<file path="config.mk">
export PLATFORM = sky130hd
export DESIGN_NAME = uart_byte_tx
export DESIGN_NICKNAME = d
export VERILOG_FILES = /design/src/rtl/uart_byte_tx.sv
export SDC_FILE = /design/constraint.sdc
export NUM_CORES = 1
export LEC_CHECK = 0
export ABC_AREA = 1
export CORE_MARGIN = 8
export CORE_UTILIZATION = 45
export DETAILED_ROUTE_END_ITERATION = 16
export PLACE_DENSITY_LB_ADDON = 0.2
export SYNTH_ARGS = -nofsm -noshare
export SYNTH_HDL_FRONTEND = slang
export SYNTH_SLANG_ARGS = --single-unit
</file>
<file path="constraint.sdc">
create_clock -name top_clk -period 1.5 [get_ports top_clk]
set_input_delay 0.45 -clock top_clk [delete_from_list [all_inputs] [get_ports top_clk]]
set_output_delay 0.45 -clock top_clk [all_outputs]
set_load 0.02 [all_outputs]
</file>
<file path="src/rtl/uart_byte_tx.sv">
// uart_byte_tx: 8N1 serial byte transmitter with registered outputs.
// tx_done_tick serves two purposes. It is the completion pulse at the end of
// each frame, and it is a "ready" heartbeat every CLKS_PER_BIT cycles while
// the transmitter is idle. An initiator that waits for tx_done_tick before
// it issues tx_start therefore never stalls.
module uart_byte_tx #(
  parameter int CLKS_PER_BIT = 868
) (
  input  logic       top_clk,
  input  logic       rst,
  input  logic       tx_start,
  input  logic [7:0] tx_bus,
  output logic       tx,
  output logic       tx_done_tick,
  output logic       tx_busy
);

  // Last count value of one bit period. The same value serves as the heartbeat period.
  localparam logic [15:0] LP_LAST = 16'(CLKS_PER_BIT - 1);

  typedef enum logic [1:0] {
    IDLE  = 2'd0,
    START = 2'd1,
    DATA  = 2'd2,
    STOP  = 2'd3
  } state_t;

  state_t      r_state,   w_state_nxt;
  logic [15:0] r_bit_cnt, w_bit_cnt_nxt;  // cycles spent in current bit
  logic [2:0]  r_bit_idx, w_bit_idx_nxt;  // data bit being sent
  logic [7:0]  r_shift,   w_shift_nxt;    // latched byte, LSB goes out first
  logic [15:0] r_hb_cnt,  w_hb_cnt_nxt;   // idle heartbeat timer
  logic        r_tx,      w_tx_nxt;
  logic        r_done,    w_done_nxt;
  logic        r_busy,    w_busy_nxt;

  logic        w_bit_end;
  logic        w_hb_end;

  assign w_bit_end = (r_bit_cnt == LP_LAST);
  assign w_hb_end  = (r_hb_cnt  == LP_LAST);

  assign tx           = r_tx;
  assign tx_done_tick = r_done;
  assign tx_busy      = r_busy;

  // State and output registers. Reset aborts any frame and returns the line to idle-high.
  always_ff @(posedge top_clk) begin
    if (rst) begin
      r_state   <= IDLE;
      r_bit_cnt <= '0;
      r_bit_idx <= '0;
      r_shift   <= '0;
      r_hb_cnt  <= '0;
      r_tx      <= 1'b1;
      r_done    <= 1'b0;
      r_busy    <= 1'b0;
    end else begin
      r_state   <= w_state_nxt;
      r_bit_cnt <= w_bit_cnt_nxt;
      r_bit_idx <= w_bit_idx_nxt;
      r_shift   <= w_shift_nxt;
      r_hb_cnt  <= w_hb_cnt_nxt;
      r_tx      <= w_tx_nxt;
      r_done    <= w_done_nxt;
      r_busy    <= w_busy_nxt;
    end
  end

  // Next-state logic. Each output is computed for the next cycle so that it leaves a flop directly.
  always_comb begin
    w_state_nxt   = r_state;
    w_bit_cnt_nxt = r_bit_cnt;
    w_bit_idx_nxt = r_bit_idx;
    w_shift_nxt   = r_shift;
    w_hb_cnt_nxt  = r_hb_cnt;
    w_tx_nxt      = r_tx;
    w_done_nxt    = 1'b0;
    w_busy_nxt    = r_busy;

    unique case (r_state)
      IDLE: begin
        w_tx_nxt   = 1'b1;
        w_busy_nxt = 1'b0;
        if (tx_start) begin
          // Accepting a request takes priority over a heartbeat due in the same cycle.
          w_state_nxt   = START;
          w_shift_nxt   = tx_bus;
          w_bit_cnt_nxt = '0;
          w_bit_idx_nxt = '0;
          w_hb_cnt_nxt  = '0;
          w_tx_nxt      = 1'b0;
          w_busy_nxt    = 1'b1;
        end else if (w_hb_end) begin
          w_hb_cnt_nxt = '0;
          w_done_nxt   = 1'b1;
        end else begin
          w_hb_cnt_nxt = r_hb_cnt + 16'd1;
        end
      end

      START: begin
        if (w_bit_end) begin
          w_bit_cnt_nxt = '0;
          w_state_nxt   = DATA;
          w_tx_nxt      = r_shift[0];
        end else begin
          w_bit_cnt_nxt = r_bit_cnt + 16'd1;
        end
      end

      DATA: begin
        if (w_bit_end) begin
          w_bit_cnt_nxt = '0;
          if (r_bit_idx == 3'd7) begin
            w_state_nxt = STOP;
            w_tx_nxt    = 1'b1;
          end else begin
            // Shift toward the LSB. The bit shown next is the current bit 1.
            w_bit_idx_nxt = r_bit_idx + 3'd1;
            w_shift_nxt   = {1'b0, r_shift[7:1]};
            w_tx_nxt      = r_shift[1];
          end
        end else begin
          w_bit_cnt_nxt = r_bit_cnt + 16'd1;
        end
      end

      STOP: begin
        if (w_bit_end) begin
          // The completion pulse lands in the first IDLE cycle and restarts the heartbeat.
          w_bit_cnt_nxt = '0;
          w_bit_idx_nxt = '0;
          w_state_nxt   = IDLE;
          w_tx_nxt      = 1'b1;
          w_busy_nxt    = 1'b0;
          w_done_nxt    = 1'b1;
          w_hb_cnt_nxt  = '0;
        end else begin
          w_bit_cnt_nxt = r_bit_cnt + 16'd1;
        end
      end

      default: begin
        w_state_nxt = IDLE;
        w_tx_nxt    = 1'b1;
        w_busy_nxt  = 1'b0;
      end
    endcase
  end

endmodule

</file>
==> metrics.txt <==
CTS Hold Bufs 0; Tot Pwr 5.60 mW; Crit path max-delay family simple AND/OR/NAND/NOR gates; final std cells w/o fill 565; RSZ-0062 raised after global routing true; first-pass GRT wire length 11.2 mm; Die Wd 95.2 um; Req. time, crit path 1750 ps; Max VDD drop 1160 uV; crit end category flop; CTS buffer count 5; Period Utilization, post-route 96.1%; Reg2Reg Setup Slack 60 ps; Worst slew margin 80.5%; ANT nets after route 0; root buf cell clkbuf_8; # diodes 0; Setup Viol. Count Final 0; synthesized net count 451; Post-synth top flop dfxtp_1; top cells by area, synth dfxtp_1 34%, nand2_1 16%, nand3_1 8.3%; largest net degree at the start of global routing 18; DRC 0; routed wire length 6.76 mm; Max Root-Sink Buffers 2; Rows 29; min Tclk post-route 1440 ps; DR iter-0 viols 91; dpl ws -391 ps; Slowest-stage cell, CP dfxtp_2; Post-synth ARST share 0%; fin. max-slew vios 0; share of cells above drive strength 1 23.2%; status finished, final reports clean; leakage power 1.53 nW; fin util 60.4%; H-tree depth 2; min setup slack post-route 57.8 ps; CP Launch Type flop; top-area cell type share of the netlist area 34.0%; IO buf count 13; hold endpoint r_hb_cnt[12]$_SDFFE_PP0P_; Critical Path Fanout Max 8; synth warn 0; Via density 5.05; total iterations of the first detailed-routing run 5; Crit Path Category flop to flop; #FFs+latches synth 48; crit-path cells ha_4 > nand2_2 > nor2_4 > nand3_2 > o21ai_4 > clkbuf_16 > a21oi_1 > nor2_1; Synth Cell Area 2830 um^2; Worst Hold Slack 488 ps; Fill cells 551; FF-to-FF path depth 8; commonest cells in the synthesized netlist 117 x nand2_1, 51 x nor2_1, 48 x dfxtp_1; Total GRT Usage 15.1%; initial antenna violation count 0; Clock transition at path regs 90 ps; CTS tree built; dpl cells 554; setup_tns 0 ps; hold depth 2; maxcap violations 0; die height 95.2 um; critical path's largest stage delay 360 ps; Final Cell Area 3750 um^2; final count of hold timing violations 0; Worst EP arrival 1690 ps; grt total ovfl 0; post-DP HPWL 4.87 mm; register area share after synthesis 34.0%; IO Count 14; R2R Path Start r_bit_cnt[1]$_SDFFE_PP0P_; R2R Path End r_shift[0]$_SDFFE_PP0P_; Initial Util 45.5%; core box area 6200 um^2; Routed WL per cell 12.0 um; syn_area_per_cell 6.56 um^2; area of the die 9070 um^2; worst hold start r_hb_cnt[12]$_SDFFE_PP0P_; Placed Area 3360 um^2; Worst-Margin Slew 291 ps; post-synthesis cell count 431; NumNets Final 507; number of synthesized flops with an enable pin 0; Area growth syn-to-layout 32.6%; top-count cell post-synth nand2_1; crit path buf inv count 1; Peak Freq 693 MHz; gp weighted congestion 0.858; Clock Sinks 48; clock insertion delay at the later pin of the skew report 310 ps; count of different cell masters after synthesis 35; Vias 2852; Power per Cell Area 1500 nW/um^2; Hold Crit Class flop to flop; Yosys top cell by area dfxtp_1; vias in the first global route 2626; Max Clock Skew 8.33 ps
## cell usage in the layout (no fill, tap or decap), types with 3 or more instances in the layout
cell,count
dlygate4sd2_1,3
buf_6,4
nand3_1,46
inv_2,8
nor2_4,9
buf_4,41
ha_4,6
nand2_1,111
buf_12,4
a21oi_2,4
o21ai_1,4
clkbuf_8,5
nand2_2,7
o21bai_1,4
nor3_1,6
o21ai_0,9
a21oi_1,39
dfxtp_1,40
mux2i_1,7
dfxtp_2,6
xor2_1,3
clkdlybuf4s50_1,9
nor2_1,45
inv_1,37
## sequential cells by signal, indices dropped and copies added (netlist names)
| signal | cells |
|---|---|
| tx | 1 |
| tx_done_tick | 1 |
| r_state | 2 |
| r_bit_cnt | 16 |
| tx_busy | 1 |
| r_bit_idx | 3 |
| r_hb_cnt | 16 |
| r_shift | 8 |
## worst register-to-register path, stage by stage (launching register included)
cell	delay, ps
dfxtp_2	360
ha_4	160
nand2_2	70
nor2_4	180
nand3_2	120
o21ai_4	120
clkbuf_16	190
a21oi_1	60
nor2_1	120
## final cells by class
type	instances	area, um^2	share of cell area, %
multi-input combinational	322	1800	47.9
clock inverter	2	35.0	0.935
timing repair buffer	63	587	15.7
inverter	47	184	4.91
tap	77	96.3	2.57
sequential	48	976	26.1
clock buffer	6	72.6	1.94
## worst max path at each step
| stage | to | startpoint | slack, ps | depth (start not counted) |
|---|---|---|---|---|
| after floorplan | r_shift[6]$_SDFFE_PP0P_ | r_state[0]$_SDFFE_PP0P_ | 3 | 11 |
| after global placement | r_bit_cnt[9]$_SDFFE_PP0P_ | tx_start | -320 | 9 |
| after detailed placement | r_bit_cnt[0]$_SDFFE_PP0P_ | tx_start | -390 | 7 |
| after CTS | r_hb_cnt[7]$_SDFFE_PP0P_ | r_state[1]$_SDFFE_PP0P_ | 1 | 8 |
| after global routing | r_bit_cnt[14]$_SDFFE_PP0P_ | r_bit_cnt[1]$_SDFFE_PP0P_ | -40 | 9 |
| final | r_shift[0]$_SDFFE_PP0P_ | r_bit_cnt[1]$_SDFFE_PP0P_ | 60 | 8 |
## power breakdown
| group | internal (mW) | total, mW | leakage (nW) | switching [mW] |
|---|---|---|---|---|
| logic | 1.44 | 3.00 | 1.08 | 1.57 |
| registers | 1.51 | 1.67 | 0.394 | 0.153 |
| clock network | 0.495 | 0.933 | 0.0552 | 0.438 |
## kinds of logic after synthesis
| logic type | after synthesis | share of synthesized area [%] |
|---|---|---|
| buffers and inverters | 61 | 9.65 |
| and+or+nand+nor | 234 | 35.1 |
| adders and majority gates | 9 | 3.99 |
| AOI/OAI and AO/OA | 67 | 13.2 |
| DFF | 48 | 34.0 |
| xor gates and xnor gates | 5 | 1.55 |
| muxes | 7 | 2.48 |
## layer usage
metal	vias up	GRT usage, %	routed length (um)
met5	-	0	0
met4	0	5.85	111
met3	10	2.36	178
met2	34	26.8	3420
met1	1311	17.7	3060
li1	1497	-	-
## timing repair
item                       4_1_cts  5_1_grt
resized for setup               18       56
gates cloned                     0        1
setup endpoints to repair       46       37
buffers inserted                 0        2
pin swaps                        2       14
(Power assumes the default switching activity.)
